File: config.mk
export PLATFORM = sky130hd
export DESIGN_NAME = uart_fifo
export DESIGN_NICKNAME = d
export VERILOG_FILES = /design/src/rtl/uart_fifo.sv
export SDC_FILE = /design/constraint.sdc
export NUM_CORES = 1
export LEC_CHECK = 0
export ABC_AREA = 1
export BUFFER_PORTS_ARGS = -buffer_cell sky130_fd_sc_hd__buf_2
export CAP_MARGIN = 25
export CORE_ASPECT_RATIO = 0.6
export CORE_MARGIN = 2
export CORE_UTILIZATION = 48
export DETAILED_ROUTE_END_ITERATION = 8
export GPL_ROUTABILITY_DRIVEN = 0
export GPL_TIMING_DRIVEN = 0
export PLACE_DENSITY = 0.67
export SYNTH_ARGS = -nofsm -noshare
export SYNTH_HDL_FRONTEND = slang
export SYNTH_SLANG_ARGS = --single-unit
File: constraint.sdc
create_clock -name clk -period 4.7 [get_ports clk]
set_input_delay 0.235 -clock clk [delete_from_list [all_inputs] [get_ports clk]]
set_output_delay 0.235 -clock clk [all_outputs]
set_load 0.05 [all_outputs]
File: src/rtl/uart_fifo.sv
`default_nettype none
// ============================================================================
//  Module   : uart_fifo (with helper uart_fifo_buf)
//  Purpose  : Buffered 8N1 UART peripheral on the data bus: TX/RX byte
//             FIFOs, 16x oversampled receiver, framing/overrun flags and a
//             maskable registered interrupt.
//  Revision : 1.0 - initial release
// ============================================================================

module uart_fifo_buf #(
    parameter int DEPTH = 16,
    parameter int AW    = 4
) (
    input  logic          clk,
    input  logic          rst,
    input  logic          flush_i,
    input  logic          push_i,
    input  logic          pop_i,
    input  logic [7:0]    wdata_i,
    output logic [7:0]    rdata_o,
    output logic [AW:0]   count_o,
    output logic          empty_o,
    output logic          full_o
);
    localparam logic [AW:0] FULL_CNT = (AW+1)'(DEPTH);

    logic [7:0]    mem_q [DEPTH];
    logic [AW-1:0] wptr_q;
    logic [AW-1:0] rptr_q;
    logic [AW:0]   count_q;
    logic          w_push_ok;
    logic          w_pop_ok;

    assign empty_o   = (count_q == '0);
    assign full_o    = (count_q == FULL_CNT);
    assign count_o   = count_q;
    assign rdata_o   = mem_q[rptr_q];
    // A push into a full FIFO is accepted when a pop frees a slot in the same cycle.
    assign w_pop_ok  = pop_i & ~empty_o;
    assign w_push_ok = push_i & (~full_o | w_pop_ok);

    // Storage array, no reset needed: contents are only visible through count.
    always_ff @(posedge clk) begin
        if (w_push_ok) begin
            mem_q[wptr_q] <= wdata_i;
        end
    end

    // Pointers and occupancy; flush has priority over any push/pop.
    always_ff @(posedge clk) begin
        if (rst || flush_i) begin
            wptr_q  <= '0;
            rptr_q  <= '0;
            count_q <= '0;
        end else begin
            if (w_push_ok) wptr_q <= wptr_q + AW'(1);
            if (w_pop_ok)  rptr_q <= rptr_q + AW'(1);
            count_q <= count_q + (AW+1)'(w_push_ok) - (AW+1)'(w_pop_ok);
        end
    end
endmodule

module uart_fifo #(
    parameter int CLK_HZ     = 25000000,
    parameter int BAUD       = 57600,
    parameter int FIFO_DEPTH = 16
) (
    input  logic        clk,
    input  logic        rst,
    input  logic        de,
    input  logic [1:0]  drw,
    input  logic [31:0] daddr,
    input  logic [31:0] din,
    output logic [31:0] dout,
    output logic [31:0] iout,
    input  logic        rxd,
    output logic        txd,
    output logic        irq
);
    localparam int DIV = CLK_HZ / (16 * BAUD);
    localparam int DW  = (DIV > 1) ? $clog2(DIV) : 1;
    localparam int AW  = $clog2(FIFO_DEPTH);
    localparam logic [DW-1:0] DIV_M1 = DW'(DIV - 1);

    localparam logic [2:0] A_CMD  = 3'd0;
    localparam logic [2:0] A_STAT = 3'd1;
    localparam logic [2:0] A_RXD  = 3'd2;
    localparam logic [2:0] A_TXD  = 3'd3;
    localparam logic [2:0] A_CTRL = 3'd4;

    typedef enum logic [2:0] {RX_IDLE, RX_START, RX_DATA, RX_STOP, RX_BRK} rx_state_t;
    typedef enum logic [1:0] {TX_IDLE, TX_START, TX_DATA, TX_STOP} tx_state_t;

    // ---------------- bus decode ----------------
    logic [2:0] w_addr;
    logic       w_rd, w_wr, w_cmd_wr, w_clr_err, w_flush_rx, w_flush_tx;
    logic       w_rx_pop, w_tx_push;

    assign w_addr     = daddr[4:2];
    assign w_rd       = de & drw[1];
    assign w_wr       = de & drw[0];
    assign w_cmd_wr   = w_wr & (w_addr == A_CMD);
    assign w_clr_err  = w_cmd_wr & din[0];
    assign w_flush_rx = w_cmd_wr & din[1];
    assign w_flush_tx = w_cmd_wr & din[2];
    assign w_tx_push  = w_wr & (w_addr == A_TXD);
    assign iout       = 32'd0;

    // ---------------- baud tick ----------------
    logic [DW-1:0] tick_cnt_q;
    logic          w_tick;
    assign w_tick = (tick_cnt_q == DIV_M1);

    // Free-running 16x oversampling tick generator.
    always_ff @(posedge clk) begin
        if (rst) tick_cnt_q <= '0;
        else     tick_cnt_q <= w_tick ? '0 : tick_cnt_q + DW'(1);
    end

    // ---------------- FIFOs ----------------
    logic [7:0]  w_rx_head, w_tx_head, w_rx_sh_out;
    logic [AW:0] w_rx_count, w_tx_count;
    logic        w_rx_empty, w_rx_full, w_tx_empty, w_tx_full;
    logic        w_rx_push_req, w_tx_pop;

    assign w_rx_pop = w_rd & (w_addr == A_RXD) & ~w_rx_empty;

    uart_fifo_buf #(.DEPTH(FIFO_DEPTH), .AW(AW)) u_rx_fifo (
        .clk(clk), .rst(rst), .flush_i(w_flush_rx), .push_i(w_rx_push_req),
        .pop_i(w_rx_pop), .wdata_i(w_rx_sh_out), .rdata_o(w_rx_head),
        .count_o(w_rx_count), .empty_o(w_rx_empty), .full_o(w_rx_full)
    );

    uart_fifo_buf #(.DEPTH(FIFO_DEPTH), .AW(AW)) u_tx_fifo (
        .clk(clk), .rst(rst), .flush_i(w_flush_tx), .push_i(w_tx_push),
        .pop_i(w_tx_pop), .wdata_i(din[7:0]), .rdata_o(w_tx_head),
        .count_o(w_tx_count), .empty_o(w_tx_empty), .full_o(w_tx_full)
    );

    // ---------------- receiver ----------------
    logic      rxd_s1_q, rxd_s2_q;
    rx_state_t rx_state_q, rx_state_d;
    logic [3:0] rx_cnt_q, rx_cnt_d;
    logic [2:0] rx_bit_q, rx_bit_d;
    logic [7:0] rx_sh_q, rx_sh_d;
    logic       w_ferr_set, w_ovr_set;

    assign w_rx_sh_out = rx_sh_q;
    // Overrun only when the stop bit is good but no slot is (or becomes) free.
    assign w_ovr_set   = w_rx_push_req & w_rx_full & ~w_rx_pop;

    // Two-flop synchroniser for the asynchronous serial input (idles high).
    always_ff @(posedge clk) begin
        if (rst) begin
            rxd_s1_q <= 1'b1;
            rxd_s2_q <= 1'b1;
        end else begin
            rxd_s1_q <= rxd;
            rxd_s2_q <= rxd_s1_q;
        end
    end

    // Receiver state register.
    always_ff @(posedge clk) begin
        if (rst) begin
            rx_state_q <= RX_IDLE;
            rx_cnt_q   <= 4'd0;
            rx_bit_q   <= 3'd0;
            rx_sh_q    <= 8'd0;
        end else begin
            rx_state_q <= rx_state_d;
            rx_cnt_q   <= rx_cnt_d;
            rx_bit_q   <= rx_bit_d;
            rx_sh_q    <= rx_sh_d;
        end
    end

    // Receiver next state: start qualified at half-bit, then one sample per 16 ticks.
    always_comb begin
        rx_state_d    = rx_state_q;
        rx_cnt_d      = rx_cnt_q;
        rx_bit_d      = rx_bit_q;
        rx_sh_d       = rx_sh_q;
        w_rx_push_req = 1'b0;
        w_ferr_set    = 1'b0;
        case (rx_state_q)
            RX_IDLE: begin
                if (w_tick && !rxd_s2_q) begin
                    rx_state_d = RX_START;
                    rx_cnt_d   = 4'd0;
                end
            end
            RX_START: begin
                if (w_tick) begin
                    if (rx_cnt_q == 4'd7) begin
                        rx_cnt_d = 4'd0;
                        rx_bit_d = 3'd0;
                        rx_state_d = rxd_s2_q ? RX_IDLE : RX_DATA;
                    end else begin
                        rx_cnt_d = rx_cnt_q + 4'd1;
                    end
                end
            end
            RX_DATA: begin
                if (w_tick) begin
                    if (rx_cnt_q == 4'd15) begin
                        rx_cnt_d = 4'd0;
                        rx_sh_d  = {rxd_s2_q, rx_sh_q[7:1]};
                        if (rx_bit_q == 3'd7) rx_state_d = RX_STOP;
                        else                  rx_bit_d   = rx_bit_q + 3'd1;
                    end else begin
                        rx_cnt_d = rx_cnt_q + 4'd1;
                    end
                end
            end
            RX_STOP: begin
                if (w_tick) begin
                    if (rx_cnt_q == 4'd15) begin
                        rx_cnt_d = 4'd0;
                        if (rxd_s2_q) begin
                            w_rx_push_req = 1'b1;
                            rx_state_d    = RX_IDLE;
                        end else begin
                            w_ferr_set = 1'b1;
                            rx_state_d = RX_BRK;
                        end
                    end else begin
                        rx_cnt_d = rx_cnt_q + 4'd1;
                    end
                end
            end
            RX_BRK: begin
                // Hold off until the line recovers so a break is not read as a start bit.
                if (rxd_s2_q) rx_state_d = RX_IDLE;
            end
            default: rx_state_d = RX_IDLE;
        endcase
    end

    // ---------------- transmitter ----------------
    tx_state_t tx_state_q, tx_state_d;
    logic [3:0] tx_cnt_q, tx_cnt_d;
    logic [2:0] tx_bit_q, tx_bit_d;
    logic [7:0] tx_sh_q, tx_sh_d;
    logic       txd_q, txd_d;
    logic       w_tx_idle;

    assign txd       = txd_q;
    assign w_tx_idle = w_tx_empty & (tx_state_q == TX_IDLE);

    // Transmitter state register; line idles high.
    always_ff @(posedge clk) begin
        if (rst) begin
            tx_state_q <= TX_IDLE;
            tx_cnt_q   <= 4'd0;
            tx_bit_q   <= 3'd0;
            tx_sh_q    <= 8'd0;
            txd_q      <= 1'b1;
        end else begin
            tx_state_q <= tx_state_d;
            tx_cnt_q   <= tx_cnt_d;
            tx_bit_q   <= tx_bit_d;
            tx_sh_q    <= tx_sh_d;
            txd_q      <= txd_d;
        end
    end

    // Transmitter next state: every bit lasts 16 ticks; stop chains straight into the next start.
    always_comb begin
        tx_state_d = tx_state_q;
        tx_cnt_d   = tx_cnt_q;
        tx_bit_d   = tx_bit_q;
        tx_sh_d    = tx_sh_q;
        txd_d      = txd_q;
        w_tx_pop   = 1'b0;
        case (tx_state_q)
            TX_IDLE: begin
                txd_d = 1'b1;
                if (w_tick && !w_tx_empty) begin
                    w_tx_pop   = 1'b1;
                    tx_sh_d    = w_tx_head;
                    txd_d      = 1'b0;
                    tx_cnt_d   = 4'd0;
                    tx_state_d = TX_START;
                end
            end
            TX_START: begin
                if (w_tick) begin
                    if (tx_cnt_q == 4'd15) begin
                        tx_cnt_d   = 4'd0;
                        tx_bit_d   = 3'd0;
                        txd_d      = tx_sh_q[0];
                        tx_state_d = TX_DATA;
                    end else begin
                        tx_cnt_d = tx_cnt_q + 4'd1;
                    end
                end
            end
            TX_DATA: begin
                if (w_tick) begin
                    if (tx_cnt_q == 4'd15) begin
                        tx_cnt_d = 4'd0;
                        if (tx_bit_q == 3'd7) begin
                            txd_d      = 1'b1;
                            tx_state_d = TX_STOP;
                        end else begin
                            tx_bit_d = tx_bit_q + 3'd1;
                            tx_sh_d  = {1'b0, tx_sh_q[7:1]};
                            txd_d    = tx_sh_q[1];
                        end
                    end else begin
                        tx_cnt_d = tx_cnt_q + 4'd1;
                    end
                end
            end
            TX_STOP: begin
                if (w_tick) begin
                    if (tx_cnt_q == 4'd15) begin
                        tx_cnt_d = 4'd0;
                        if (!w_tx_empty) begin
                            w_tx_pop   = 1'b1;
                            tx_sh_d    = w_tx_head;
                            txd_d      = 1'b0;
                            tx_state_d = TX_START;
                        end else begin
                            txd_d      = 1'b1;
                            tx_state_d = TX_IDLE;
                        end
                    end else begin
                        tx_cnt_d = tx_cnt_q + 4'd1;
                    end
                end
            end
            default: tx_state_d = TX_IDLE;
        endcase
    end

    // ---------------- flags, control, interrupt ----------------
    logic ovr_q, ferr_q, rx_ie_q, tx_ie_q, irq_q;
    assign irq = irq_q;

    // Sticky error flags: a new event in the clearing cycle wins over the clear.
    always_ff @(posedge clk) begin
        if (rst) begin
            ovr_q  <= 1'b0;
            ferr_q <= 1'b0;
        end else begin
            ovr_q  <= w_ovr_set  | (ovr_q  & ~w_clr_err);
            ferr_q <= w_ferr_set | (ferr_q & ~w_clr_err);
        end
    end

    // Interrupt enables and the registered interrupt line.
    always_ff @(posedge clk) begin
        if (rst) begin
            rx_ie_q <= 1'b0;
            tx_ie_q <= 1'b0;
            irq_q   <= 1'b0;
        end else begin
            if (w_wr && (w_addr == A_CTRL)) begin
                rx_ie_q <= din[0];
                tx_ie_q <= din[1];
            end
            irq_q <= (rx_ie_q & ~w_rx_empty) | (tx_ie_q & w_tx_idle) | (rx_ie_q & (ovr_q | ferr_q));
        end
    end

    // ---------------- read mux ----------------
    logic [31:0] w_rx_cnt32;
    logic [7:0]  w_rx_cnt8;
    logic [31:0] w_status;

    assign w_rx_cnt32 = 32'(w_rx_count);
    assign w_rx_cnt8  = (w_rx_cnt32 > 32'd255) ? 8'hFF : w_rx_cnt32[7:0];
    assign w_status   = {16'd0, w_rx_cnt8, 2'b00, ferr_q, ovr_q, w_rx_full, w_tx_full,
                         ~w_rx_empty, w_tx_idle};

    // Combinational read data selected by address alone.
    always_comb begin
        dout = 32'd0;
        case (w_addr)
            A_STAT: dout = w_status;
            A_RXD:  dout = w_rx_empty ? 32'd0 : {24'd0, w_rx_head};
            A_CTRL: dout = {30'd0, tx_ie_q, rx_ie_q};
            default: dout = 32'd0;
        endcase
    end

    logic w_unused;
    assign w_unused = &{1'b0, daddr[31:5], daddr[1:0], din[31:8], w_tx_count};
endmodule

`default_nettype wire

==> impl_metrics.tcl, run 1 <==
set metrics [dict create \
    die_x_microns 234 \
    cts_setup_buffers 0 \
    path_clk_slew_ps 70 \
    numCtsBuffers 30 \
    hold_viol_final 0 \
    pin_count 136 \
    hpwl_microns 26700 \
    power_density_nw_per_um2 374 \
    r2r_start "u_rx_fifo.count_o[3]$_SDFF_PP0_" \
    synth.distinct_cells 46 \
    yosysSeqAreaShare_pct 61.3 \
    worstPathRequired_ps 4470 \
    die_area_sq_um 33200 \
    synthArstFlopShare_pct 0 \
    avgRoutedWirePerCell_microns 18.4 \
    nNetsFinal 1758 \
    clock_skew_ps 28.0 \
    die_y_microns 142 \
    synth_edf_count 256 \
    outcome "finished, final reports clean" \
    placementRows 50 \
    grt_antenna_before_repair 0 \
    seqPwrFrac_pct 51.3 \
    synth_top_area_share_pct 50.5 \
    grt_max_degree 19 \
    drtAntennaViolNets 0 \
    stdcell_count 2090 \
    arrival_ps 3210 \
    cp-start-kind "register" \
    maxCapViolations 0 \
    numPortBuffers 31 \
    grt_pass1_vias 10100 \
    syn_area_sq_um 15200 \
    timing.fmax_ghz 0.290 \
    cellLeakagePower_nw 6.76 \
    synth_warnings 0 \
    synthFlopType "edfxtp_1" \
    gr-total-overflow 0 \
    drc 0 \
    syn_avg_cell_area_sq_um 9.92 \
    finalCritPeriodShare_pct 73.4 \
    area_delta_synth_final_pct 12.2 \
    min_period_ps 3450 \
    critical_path_class "reg2out" \
    slew_violations 0 \
    worst_slew_pin_slew_ps 1010 \
    yosysTopAreaCell "edfxtp_1" \
    layout-drive-gt1-share_pct 10.6 \
    clk_latency_ps 590 \
    power_w 0.00638 \
    clockPowerShare_pct 39.0 \
    p_int_w 0.00481 \
    worstHoldStart "din[7]" \
    finalSetupTns_ps 0 \
    vdd.ir_drop.worst_uv 251 \
    ctsRootBufferMaster "clkbuf_16" \
    track_usage_pct 23.3 \
    antennaDiodeCount 0 \
    drtIter0Drc 1333 \
    setup_viol 0 \
    cp_max_fo 10 \
    core_sq_um 31200 \
    placed_cells 2032 \
    vias 11100 \
    htreeDepth 1 \
    start_util_pct 48.8 \
    grt_pass1_wl_microns 58200 \
    routed_wl_microns 38500 \
    ys_ff_latch 338 \
    via_per_inst 5.30 \
    crit_path_end_kind "output port" \
    p_comb_share_pct 9.7 \
    cts_tree "done" \
    netlist_instances 1535 \
    switchingPower_w 0.00157 \
    synth.area.top_cells "edfxtp_1 51%, dfxtp_1 11%, nand2_1 8.1%, nand3_1 6.3%, nor2_1 3.7%" \
    cts_max_path_buffers 3 \
    hp-class "in2reg" \
    first_pass_iters 8 \
    slew_headroom_pct 32.5 \
    netSwitchingFraction_pct 24.6 \
    rsz0062_at_grt "no" \
    cts_sinks 338 \
]
registers in the layout, summed over array words and instances, names as in the netlist, 2 cells and up, named ones only:
signal             cells
u_rx_fifo.mem_q      128
u_tx_fifo.mem_q      128
rx_sh_q                8
tx_sh_q                8
tick_cnt_q             5
u_rx_fifo.count_o      5
u_tx_fifo.count_o      5
rx_cnt_q               4
tx_cnt_q               4
u_rx_fifo.rptr_q       4
u_rx_fifo.wptr_q       4
u_tx_fifo.rptr_q       4
u_tx_fifo.wptr_q       4
rx_bit_q               3
rx_state_q             3
tx_bit_q               3
tx_state_q             2
cell usage in the layout, fill, tap and decap left out, types with 9 or more instances in the layout:
cell       count
nand3_1      191
o21ai_0       66
clkinv_1       9
buf_2         40
or2_2         12
a21oi_1       63
xor2_1        10
inv_1        139
buf_4         52
edfxtp_1     256
o211ai_1      14
dfxtp_1       82
clkbuf_1      59
clkbuf_16     30
ha_1          36
nand2_1      330
conb_1        51
nor2_1       150
nand2_4        9
cells in the mapped netlist, types with 9 or more instances:
master and instances:
a21oi_1 63, nand2_4 9, edfxtp_1 256, buf_2 9, nand2_1 330, nor2_1 150
or2_2 12, dfxtp_1 82, ha_1 36, o211ai_1 14, clkbuf_1 45, xor2_1 10
inv_1 139, o21ai_0 66, buf_4 51, nand3_1 191
per-layer routing:
layer	GRT usage (%)	wire length, microns	part of all wire (%)
met1	37.5	18200	47
met2	31.2	15000	39
met3	5.45	4460	12
met4	5.36	871	2.3
met5	0	0	0
power groups by stage:
stage                     Clock (W)  Sequential [W]  Combinational (W)
after CTS                   0.00251         0.00328           0.000614
after floorplan                   0         0.00334           0.000465
after global routing        0.00262         0.00328           0.000687
final                       0.00249         0.00328           0.000621
after global placement            0         0.00334           0.000601
after detailed placement          0         0.00334           0.000609
final timing paths:
| check | to | slack, ps | cells after the start |
|---|---|---|---|
| max | dout[2] | 1250 | 10 |
| min reg2reg | rxd_s2_q$_SDFF_PP1_ | 420 | 1 |
| max reg2reg | u_rx_fifo.count_o[4]$_SDFF_PP0_ | 1340 | 17 |
| min | u_tx_fifo.mem_q[2][7]$_DFFE_PP_ | 50 | 1 |
area by class of cell:
cell class,count,area [sq um]
Sequential cell,338,9330
Multi-Input combinational cell,990,4900
Tap cell,416,520
Clock inverter,9,129
Buffer,108,616
Timing Repair Buffer,33,173
Clock buffer,47,845
Inverter,149,564
Fill cell,2725,14100
repair_timing:
item / in CTS / in global routing
endpoints found under the hold margin: 1 / 0
hold buffers: 1 / 0
resized for setup: 0 / 0
setup endpoints to repair: 0 / 0
cells by family after synthesis:
| family | after synthesis | synth area share (%) |
|---|---|---|
| compound gates | 162 | 5.88 |
| xor+xnor | 14 | 0.806 |
| buf+inv | 257 | 7.75 |
| fa+ha+maj | 38 | 3.22 |
| other cells | 1 | 0.0246 |
| flops | 338 | 61.3 |
| simple gates | 725 | 21.0 |
through the flow:
step                worst slack, ps  util (%)  cell area [sq um]  hold slack (ps)
floorplan                      1950         -              15400              334
global placement               1460      51.5              16100              412
detailed placement             1390      51.5              16100              413
CTS                            1340      54.7              17100             35.0
global route                   1070      54.7              17100             52.8
finish                         1250      54.7              17100             51.3
worst max-delay path, stage by stage (launching register included):
cell	delay [ps]
dfxtp_1	310
clkbuf_1	300
buf_2	330
clkbuf_1	570
nand2_1	100
nand3_1	110
nand3_1	100
nand3_1	170
nand3_1	180
nand2_1	180
buf_2	290
Note: power is estimated with default switching activity, not from simulation.
==> inputs of run 2 (changes only) <==
clock period = 3.2 ns   (was 4.7 ns; I/O delays follow)
==> impl_metrics.tcl, run 2 (synthesized netlist as in run 1, its figures left out) <==
set metrics [dict create \
    first_pass_iters 5 \
    grt_pass1_vias 10100 \
    cp_max_fo 10 \
    layout_common_cells "328 x nand2_1, 256 x edfxtp_1, 191 x nand3_1" \
    cts_sinks 338 \
    hp-class "in2reg" \
    slew_violations 0 \
    reg_top3 "u_rx_fifo.mem_q (128), u_tx_fifo.mem_q (128)" \
    outcome "finished, final reports clean" \
    avgRoutedWirePerCell_microns 18.4 \
    area_delta_synth_final_pct 13.1 \
    drtAntennaViolNets 0 \
    placementRows 50 \
    routed_wl_microns 38600 \
    final_common_cell "nand2_1" \
    htreeDepth 1 \
    die_y_microns 142 \
    drtIter0Drc 1370 \
    crit_path_end_kind "output port" \
    slowest_stage "buf_2" \
    post_dp_cell_area_sq_um 16100 \
    finalCritPeriodShare_pct 98.1 \
    critical_path_class "reg2out" \
    clock_skew_ps 30.5 \
    vias 11100 \
    via_per_inst 5.26 \
    ctsRootBufferMaster "clkbuf_16" \
    maxCapViolations 0 \
    start_util_pct 48.8 \
    worstPathRequired_ps 3040 \
    worst_slew_pin_slew_ps 954 \
    dp_slack_ps -112 \
    cts_max_path_buffers 3 \
    core_sq_um 31200 \
    numPortBuffers 31 \
    path_cells "clkbuf_1, inv_1, buf_2, buf_2, nand2_1, nand3_1, nand3_1, nand3_1, nand3_1, nand2_1, buf_2" \
    grt_antenna_before_repair 0 \
    grt_max_degree 19 \
    clk_latency_ps 590 \
    path_clk_slew_ps 70 \
    power_density_nw_per_um2 546 \
    grt_pass1_wl_microns 58400 \
    drc 0 \
    min_period_ps 3140 \
    die_area_sq_um 33200 \
    timing.fmax_ghz 0.319 \
    antennaDiodeCount 0 \
    cp_slowest_stage_delay_ps 350 \
    cellLeakagePower_nw 6.84 \
    pin_count 136 \
    finalInstanceArea_sq_um 17200 \
    numCtsBuffers 30 \
    setup_viol 0 \
    setup_slack_ps 62.3 \
    crit_buf_inv 5 \
    die_x_microns 234 \
    slew_headroom_pct 36.1 \
    track_usage_pct 23.4 \
    rsz0062_at_grt "yes" \
    hpwl_microns 26700 \
    cp-start-kind "register" \
    nNetsFinal 1770 \
    layout-drive-gt1-share_pct 11.5 \
    hold_viol_final 0 \
    vdd.ir_drop.worst_uv 371 \
    cpMostUsedCell "nand3_1" \
    path_delay_family "buffers and inverters" \
    cts_tree "done" \
    gr-total-overflow 0 \
    arrival_ps 2980 \
]
==> run 2: changes by cell type in the layout (fill, tap and decap cells not counted), moves of 2 or more <==
cell,delta
clkbuf_1,-7
nand2_2,+2
dlygate4sd3_1,+7
nand2_1,-2
clkbuf_2,+7
buf_4,+5
==> run 2: what timing repair did <==
action,4_1_cts,5_1_grt
setup endpoints to repair,7,33
hold buffers,8,0
pin swaps,1,1
hold endpoints to repair,79,0
setup buffers,1,4
gates resized for setup,4,15
==> run 2: final timing paths <==
path / end / slack [ps] / from / depth (start not counted)
min: u_tx_fifo.mem_q[0][2]$_DFFE_PP_ / 10 / din[2] / 1
min reg2reg: rxd_s2_q$_SDFF_PP1_ / 420 / rxd_s1_q$_SDFF_PP1_ / 1
max reg2reg: u_rx_fifo.count_o[4]$_SDFF_PP0_ / 180 / u_rx_fifo.count_o[3]$_SDFF_PP0_ / 17
max: dout[0] / 60 / register / 11
==> run 2: where the power goes <==
group	internal (W)	switching (W)
clock	0.00205	0.00160
combinational	0.000284	0.000659
sequential	0.00475	0.0000577
total	0.00709	0.00231
==> run 2: area by class of cell <==
cell class	count	area, sq um
Tap cell	416	520
Fill cell	2718	14000
Timing Repair Buffer	45	280
Clock buffer	47	845
Buffer	108	627
Clock inverter	9	129
Multi-Input combinational cell	990	4910
Inverter	149	566
Sequential cell	338	9330
==> run 2: through the flow <==
stage	power, W	hold slack [ps]	instances	util (%)	TNS, ps
after floorplan	0.00559	259	1585	-	0
after global placement	0.00579	345	2032	51.5	-36.5
after detailed placement	0.00580	345	2032	51.5	-112
after CTS	0.00942	1.87	2097	54.9	0
after global routing	0.00971	11.2	2102	55.1	-46.6
final	0.00940	12.2	2102	55.1	0
==> run 2: metal layers <==
metal | track usage (%) | wire length (microns)
met4 | 5.40 | 897
met5 | 0 | 0
met3 | 5.43 | 4600
met1 | 37.5 | 18000
met2 | 31.5 | 15100
